## config.mk

```make
export PLATFORM = sky130hd
export DESIGN_NAME = fifo_write_sequencer
export DESIGN_NICKNAME = d
export VERILOG_FILES = /design/src/rtl/fifo_write_sequencer.sv
export SDC_FILE = /design/constraint.sdc
export NUM_CORES = 1
export LEC_CHECK = 0
export ABC_AREA = 1
export BUFFER_PORTS_ARGS = -buffer_cell sky130_fd_sc_hd__buf_2
export CAP_MARGIN = 10
export CORE_MARGIN = 10
export CORE_UTILIZATION = 65
export CTS_BUF_LIST = sky130_fd_sc_hd__clkbuf_8
export CTS_CLUSTER_DIAMETER = 60
export DETAILED_ROUTE_END_ITERATION = 10
export GPL_ROUTABILITY_DRIVEN = 0
export HOLD_SLACK_MARGIN = 0.15
export PLACE_DENSITY_LB_ADDON = 0.2
export SLEW_MARGIN = 10
export SYNTH_ARGS = -nofsm -noshare
export SYNTH_HDL_FRONTEND = slang
export SYNTH_SLANG_ARGS = --single-unit
export TNS_END_PERCENT = 100
```

## constraint.sdc

```tcl
create_clock -name clk_in_2x -period 3.95 [get_ports clk_in_2x]
set_input_delay 0.79 -clock clk_in_2x [delete_from_list [all_inputs] [get_ports clk_in_2x]]
set_output_delay 0.79 -clock clk_in_2x [all_outputs]
set_load 0.01 [all_outputs]
```

## src/rtl/fifo_write_sequencer.sv

```systemverilog
// rtl/fifo_write_sequencer.sv - ADC-to-FIFO write sequencer: dav alignment, periodic NCH-word frames, burst/continuous runs
module fifo_write_sequencer #(
    parameter int CNT_W     = 16,
    parameter int BURST_W   = 16,
    parameter int NCH       = 2,
    parameter int SYNC_STG  = 2,
    parameter int LOW_CYC   = 2,
    parameter int ALIGN_DLY = 2,
    localparam int CH_W     = (NCH > 1) ? $clog2(NCH) : 1
) (
    input  logic               clk_in_2x,
    input  logic               rst_n,
    input  logic               adc_dav,
    input  logic               cfg_we,
    input  logic [CNT_W-1:0]   cfg_period,
    input  logic [BURST_W-1:0] cfg_burst,
    input  logic               arm,
    input  logic               fifo_full,
    output logic               fifo_write,
    output logic [CH_W-1:0]    fifo_chan,
    output logic               busy,
    output logic               done,
    output logic               overflow,
    output logic [BURST_W-1:0] frame_cnt
);

    localparam logic [2:0] S_IDLE      = 3'd0;
    localparam logic [2:0] S_SYNC_LOW  = 3'd1;
    localparam logic [2:0] S_SYNC_EDGE = 3'd2;
    localparam logic [2:0] S_ALIGN     = 3'd3;
    localparam logic [2:0] S_COUNT     = 3'd4;
    localparam logic [2:0] S_WRITE     = 3'd5;
    localparam logic [2:0] S_DONE      = 3'd6;

    localparam int LC_W = $clog2(LOW_CYC + 1);
    localparam int AL_W = (ALIGN_DLY > 1) ? $clog2(ALIGN_DLY) : 1;
    localparam logic [CNT_W-1:0] MIN_PER = CNT_W'(NCH + 1);

    logic [SYNC_STG-1:0] sync_q, sync_d;
    logic                dav_d_q;
    logic                dav_s, dav_rise;
    logic [2:0]          state_q, state_d;
    logic [LC_W-1:0]     low_cnt_q, low_cnt_d;
    logic [AL_W-1:0]     align_cnt_q, align_cnt_d;
    logic [CNT_W-1:0]    timer_q, timer_d;
    logic [CNT_W-1:0]    period_q, period_d;
    logic [BURST_W-1:0]  burst_q, burst_d;
    logic [BURST_W-1:0]  frame_cnt_q, frame_cnt_d, frame_inc;
    logic [CH_W-1:0]     chan_q, chan_d;
    logic                overflow_q, overflow_d;
    logic                last_chan;

    assign sync_d    = {sync_q[SYNC_STG-2:0], adc_dav};
    assign dav_s     = sync_q[SYNC_STG-1];
    assign dav_rise  = dav_s & ~dav_d_q;
    assign frame_inc = frame_cnt_q + 1'b1;
    assign last_chan = (chan_q == CH_W'(NCH - 1));

    always_comb begin
        state_d     = state_q;
        low_cnt_d   = low_cnt_q;
        align_cnt_d = align_cnt_q;
        timer_d     = timer_q;
        period_d    = period_q;
        burst_d     = burst_q;
        frame_cnt_d = frame_cnt_q;
        chan_d      = '0;
        overflow_d  = overflow_q;

        case (state_q)
            S_IDLE: begin
                if (arm) begin
                    state_d     = S_SYNC_LOW;
                    low_cnt_d   = '0;
                    frame_cnt_d = '0;
                end
            end
            S_SYNC_LOW: begin
                if (dav_s) begin
                    low_cnt_d = '0;
                end else if (low_cnt_q == LC_W'(LOW_CYC - 1)) begin
                    state_d = S_SYNC_EDGE;
                end else begin
                    low_cnt_d = low_cnt_q + 1'b1;
                end
            end
            S_SYNC_EDGE: begin
                if (dav_rise) begin
                    if (ALIGN_DLY == 0) begin
                        state_d = S_COUNT;
                        timer_d = period_q - 1'b1;
                    end else begin
                        state_d     = S_ALIGN;
                        align_cnt_d = '0;
                    end
                end
            end
            S_ALIGN: begin
                if (align_cnt_q == AL_W'(ALIGN_DLY - 1)) begin
                    state_d = S_COUNT;
                    timer_d = period_q - 1'b1;
                end else begin
                    align_cnt_d = align_cnt_q + 1'b1;
                end
            end
            S_COUNT: begin
                if (timer_q == '0) begin
                    timer_d = period_q - 1'b1;
                    state_d = S_WRITE;
                end else begin
                    timer_d = timer_q - 1'b1;
                end
            end
            S_WRITE: begin
                // timer free-runs through the frame so frame starts stay period_q apart
                timer_d = timer_q - 1'b1;
                if (fifo_full) begin
                    overflow_d = 1'b1;
                end
                if (last_chan) begin
                    frame_cnt_d = frame_inc;
                    state_d     = ((burst_q != '0) && (frame_inc == burst_q)) ? S_DONE : S_COUNT;
                end else begin
                    chan_d = chan_q + 1'b1;
                end
            end
            S_DONE: begin
                state_d = S_IDLE;
            end
            default: begin
                state_d = S_IDLE;
            end
        endcase

        // reconfiguration aborts any run; a partially written frame is never counted
        if (cfg_we) begin
            state_d     = S_IDLE;
            chan_d      = '0;
            frame_cnt_d = frame_cnt_q;
            overflow_d  = 1'b0;
            period_d    = (cfg_period < MIN_PER) ? MIN_PER : cfg_period;
            burst_d     = cfg_burst;
        end
    end

    always_ff @(posedge clk_in_2x or negedge rst_n) begin
        if (!rst_n) begin
            sync_q      <= '0;
            dav_d_q     <= 1'b0;
            state_q     <= S_IDLE;
            low_cnt_q   <= '0;
            align_cnt_q <= '0;
            timer_q     <= '0;
            period_q    <= MIN_PER;
            burst_q     <= '0;
            frame_cnt_q <= '0;
            chan_q      <= '0;
            overflow_q  <= 1'b0;
        end else begin
            sync_q      <= sync_d;
            dav_d_q     <= dav_s;
            state_q     <= state_d;
            low_cnt_q   <= low_cnt_d;
            align_cnt_q <= align_cnt_d;
            timer_q     <= timer_d;
            period_q    <= period_d;
            burst_q     <= burst_d;
            frame_cnt_q <= frame_cnt_d;
            chan_q      <= chan_d;
            overflow_q  <= overflow_d;
        end
    end

    assign fifo_write = (state_q == S_WRITE) & ~fifo_full;
    assign fifo_chan  = chan_q;
    assign busy       = (state_q != S_IDLE);
    assign done       = (state_q == S_DONE);
    assign overflow   = overflow_q;
    assign frame_cnt  = frame_cnt_q;

endmodule

```

==> out/results.ini <==
[sta]
finalHoldViolations=0
slew_viol_final=0
hold_ws_ns=0.3562
fmax_ghz=0.4418
worst_pin_slew_ns=0.9421
slew_headroom_pct=37.19
setup_tns_ns=0
setup_viol=0
finClkSkew_ns=0.008150
rsz0062_at_grt=no
fin_crit_sh_pct=57.30
fin_crit_ns=2.263

[placed_design]
place_area_um2=4872
place_hpwl_um=8019
io_buffers=58

[clocking]
cts_sinks=75
cts-root-buf=clkbuf_8
path_clk_slew_ns=0.07
clk_path_buf_depth=2
htree_levels=3
cts_buffers=9
clk-insertion-delay-late_ns=0.35
tritoncts=yes
cts_resized=0
cts-hold-fix-buffers=0
cts_setup_buffers=0

[die]
fp.dieW_um=103.4
initial_core_util_pct=66.59
dieArea_um2=10700
core_region_area_um2=6794
ioPinCount=59
rows=30
die_y_um=103.4

[grt]
grt.total_usage_pct=21.31
grt.overflow.total=0
grt_pass1_wl_um=18120
grt_pass1_vias=3994
antenna_found_initial=0
grt_max_degree=76

[route]
vias=4175
first_iter_violations=250
drt-total-wl_um=10960
drc=0
wire_per_inst_um=14.31
firstDrtPassIters=6
final_antenna_net_count=0
viasPerCell=5.450

[layout]
n_antenna_cell=0
postLayoutCellArea_um2=5132
syn_to_final_growth_pct=13.44
final_cell_mix=nand2_1, dfrtp_1, inv_1, nor2_1, buf_2
fin_util_pct=75.54
drive_above_1_share_pct=16.57
fin_nets=708
final_common_cell=nand2_1

[critical_path]
setup.worst_path.start_class=flop
endpoint_kind=output pin
path_class=flop to output pin
crit_required_ns=3.16
crit_fanout=8
crit_arrival_ns=1.47

[run]
maxCapViolCount=0

[outcome]
status=completed

[synth]
ys_seq_area_share_pct=41.54
syn_area_per_cell_um2=7.429
ys_ff_latch=75
yosysWarnings=0
syn_area_um2=4524
synth.net_count=652
syn_inst=609
yosys.cell_types.count=40

[worst_hold_path]
hold_path.class=flop to flop

[pwr]
finalPower_mw=2.515
powerDensity_nw_per_um2=490.1
leakage_nw=2.617
ir_drop_v=0.0003412

[per-stage QoR]
stage	instances	setup slack (ns)
floorplan	609	2.201
global placement	750	1.799
detailed placement	750	1.702
CTS	766	1.662
global route	766	1.541
finish	766	1.687
[worst max-delay path, cell delays in order, from the launching register on]
cell and delay, ns:
dfrtp_1 0.41, inv_2 0.10, nand2_2 0.10, nor2_8 0.19
inv_2 0.09, nor2_1 0.09, buf_2 0.13
[power by group]
part	switching [mW]	total, mW	internal [mW]	leakage (nW)
clock	0.286	0.756	0.471	0.133
sequential	0.119	1.01	0.896	0.950
combinational	0.482	0.745	0.263	1.53
total	0.887	2.52	1.63	2.62
[routing by layer]
| metal | vias up | part of all wire (%) | track usage [%] |
|---|---|---|---|
| met5 | - | 0 | 0 |
| met4 | 0 | 1.0 | 4.064 |
| met3 | 15 | 9.4 | 6.777 |
| met2 | 155 | 43 | 33.14 |
| met1 | 1938 | 46 | 28.68 |
| li1 | 2067 | - | - |
[final timing paths]
check,slack [ns],depth (start not counted),startpoint,end
worst max-delay path,1.69,6,state_q[1],fifo_write
worst min-delay path,0.36,0,sync_q[0],sync_q[1]
worst max register to register,1.69,8,state_q[2],timer_q[12]
worst min register to register,0.36,0,sync_q[0],sync_q[1]
max in group asynchronous,2.77,1,rst_n,overflow
min in group asynchronous,0.58,1,rst_n,burst_q[13]
[sequential cells by signal (all words and copies together) (netlist names), 2 cells and up]
name       cells
period_q      16
low_cnt_q      2
state_q        3
timer_q       16
sync_q         2
frame_cnt     16
burst_q       16
[cell type report]
type	count	area, um^2
Timing Repair Buffer	59	300.3
Fill cell	520	1662
Multi-Input combinational cell	443	2282
Clock inverter	4	95.09
Tap cell	96	120.1
Sequential cell	75	1879
Inverter	77	290.3
Clock buffer	12	165.2
[kinds of logic after synthesis]
| logic type | after synthesis | synth area share [%] |
|---|---|---|
| buffers and inverters | 91 | 8.020 |
| AO/OA/AOI/OAI | 80 | 11.28 |
| adder cells (fa/ha/maj) | 5 | 1.383 |
| AND/OR/NAND/NOR | 330 | 31.42 |
| flip-flops | 75 | 41.54 |
| XOR/XNOR | 27 | 6.139 |
| multiplexers | 1 | 0.2212 |
[cells in the mapped netlist (all sizes together)]
| library cell | instances | share of area (%) |
|---|---|---|
| a21oi | 8 | 0.88 |
| nand4 | 8 | 1.1 |
| nor2 | 70 | 6.6 |
| ha | 5 | 1.4 |
| nor3 | 12 | 1.5 |
| mux2i | 1 | 0.22 |
| a22oi | 5 | 0.83 |
| xnor3 | 3 | 1.5 |
| nand3 | 42 | 5.0 |
| o31ai | 2 | 0.33 |
| inv | 75 | 6.2 |
| or2 | 2 | 0.28 |
| nor4 | 4 | 0.55 |
| o211ai | 1 | 0.17 |
| o22ai | 14 | 3.3 |
| buf | 6 | 0.94 |
| xor2 | 20 | 3.9 |
| dfstp | 2 | 1.2 |
| o21ai | 46 | 5.2 |
| a31oi | 3 | 0.41 |
| a211oi | 1 | 0.17 |
| nand3b | 1 | 0.17 |
| clkbuf | 8 | 0.66 |
| clkinv | 2 | 0.19 |
| nand2 | 191 | 16 |
| dfrtp | 73 | 40 |
| xnor2 | 4 | 0.77 |
(Power assumes the default switching activity.)
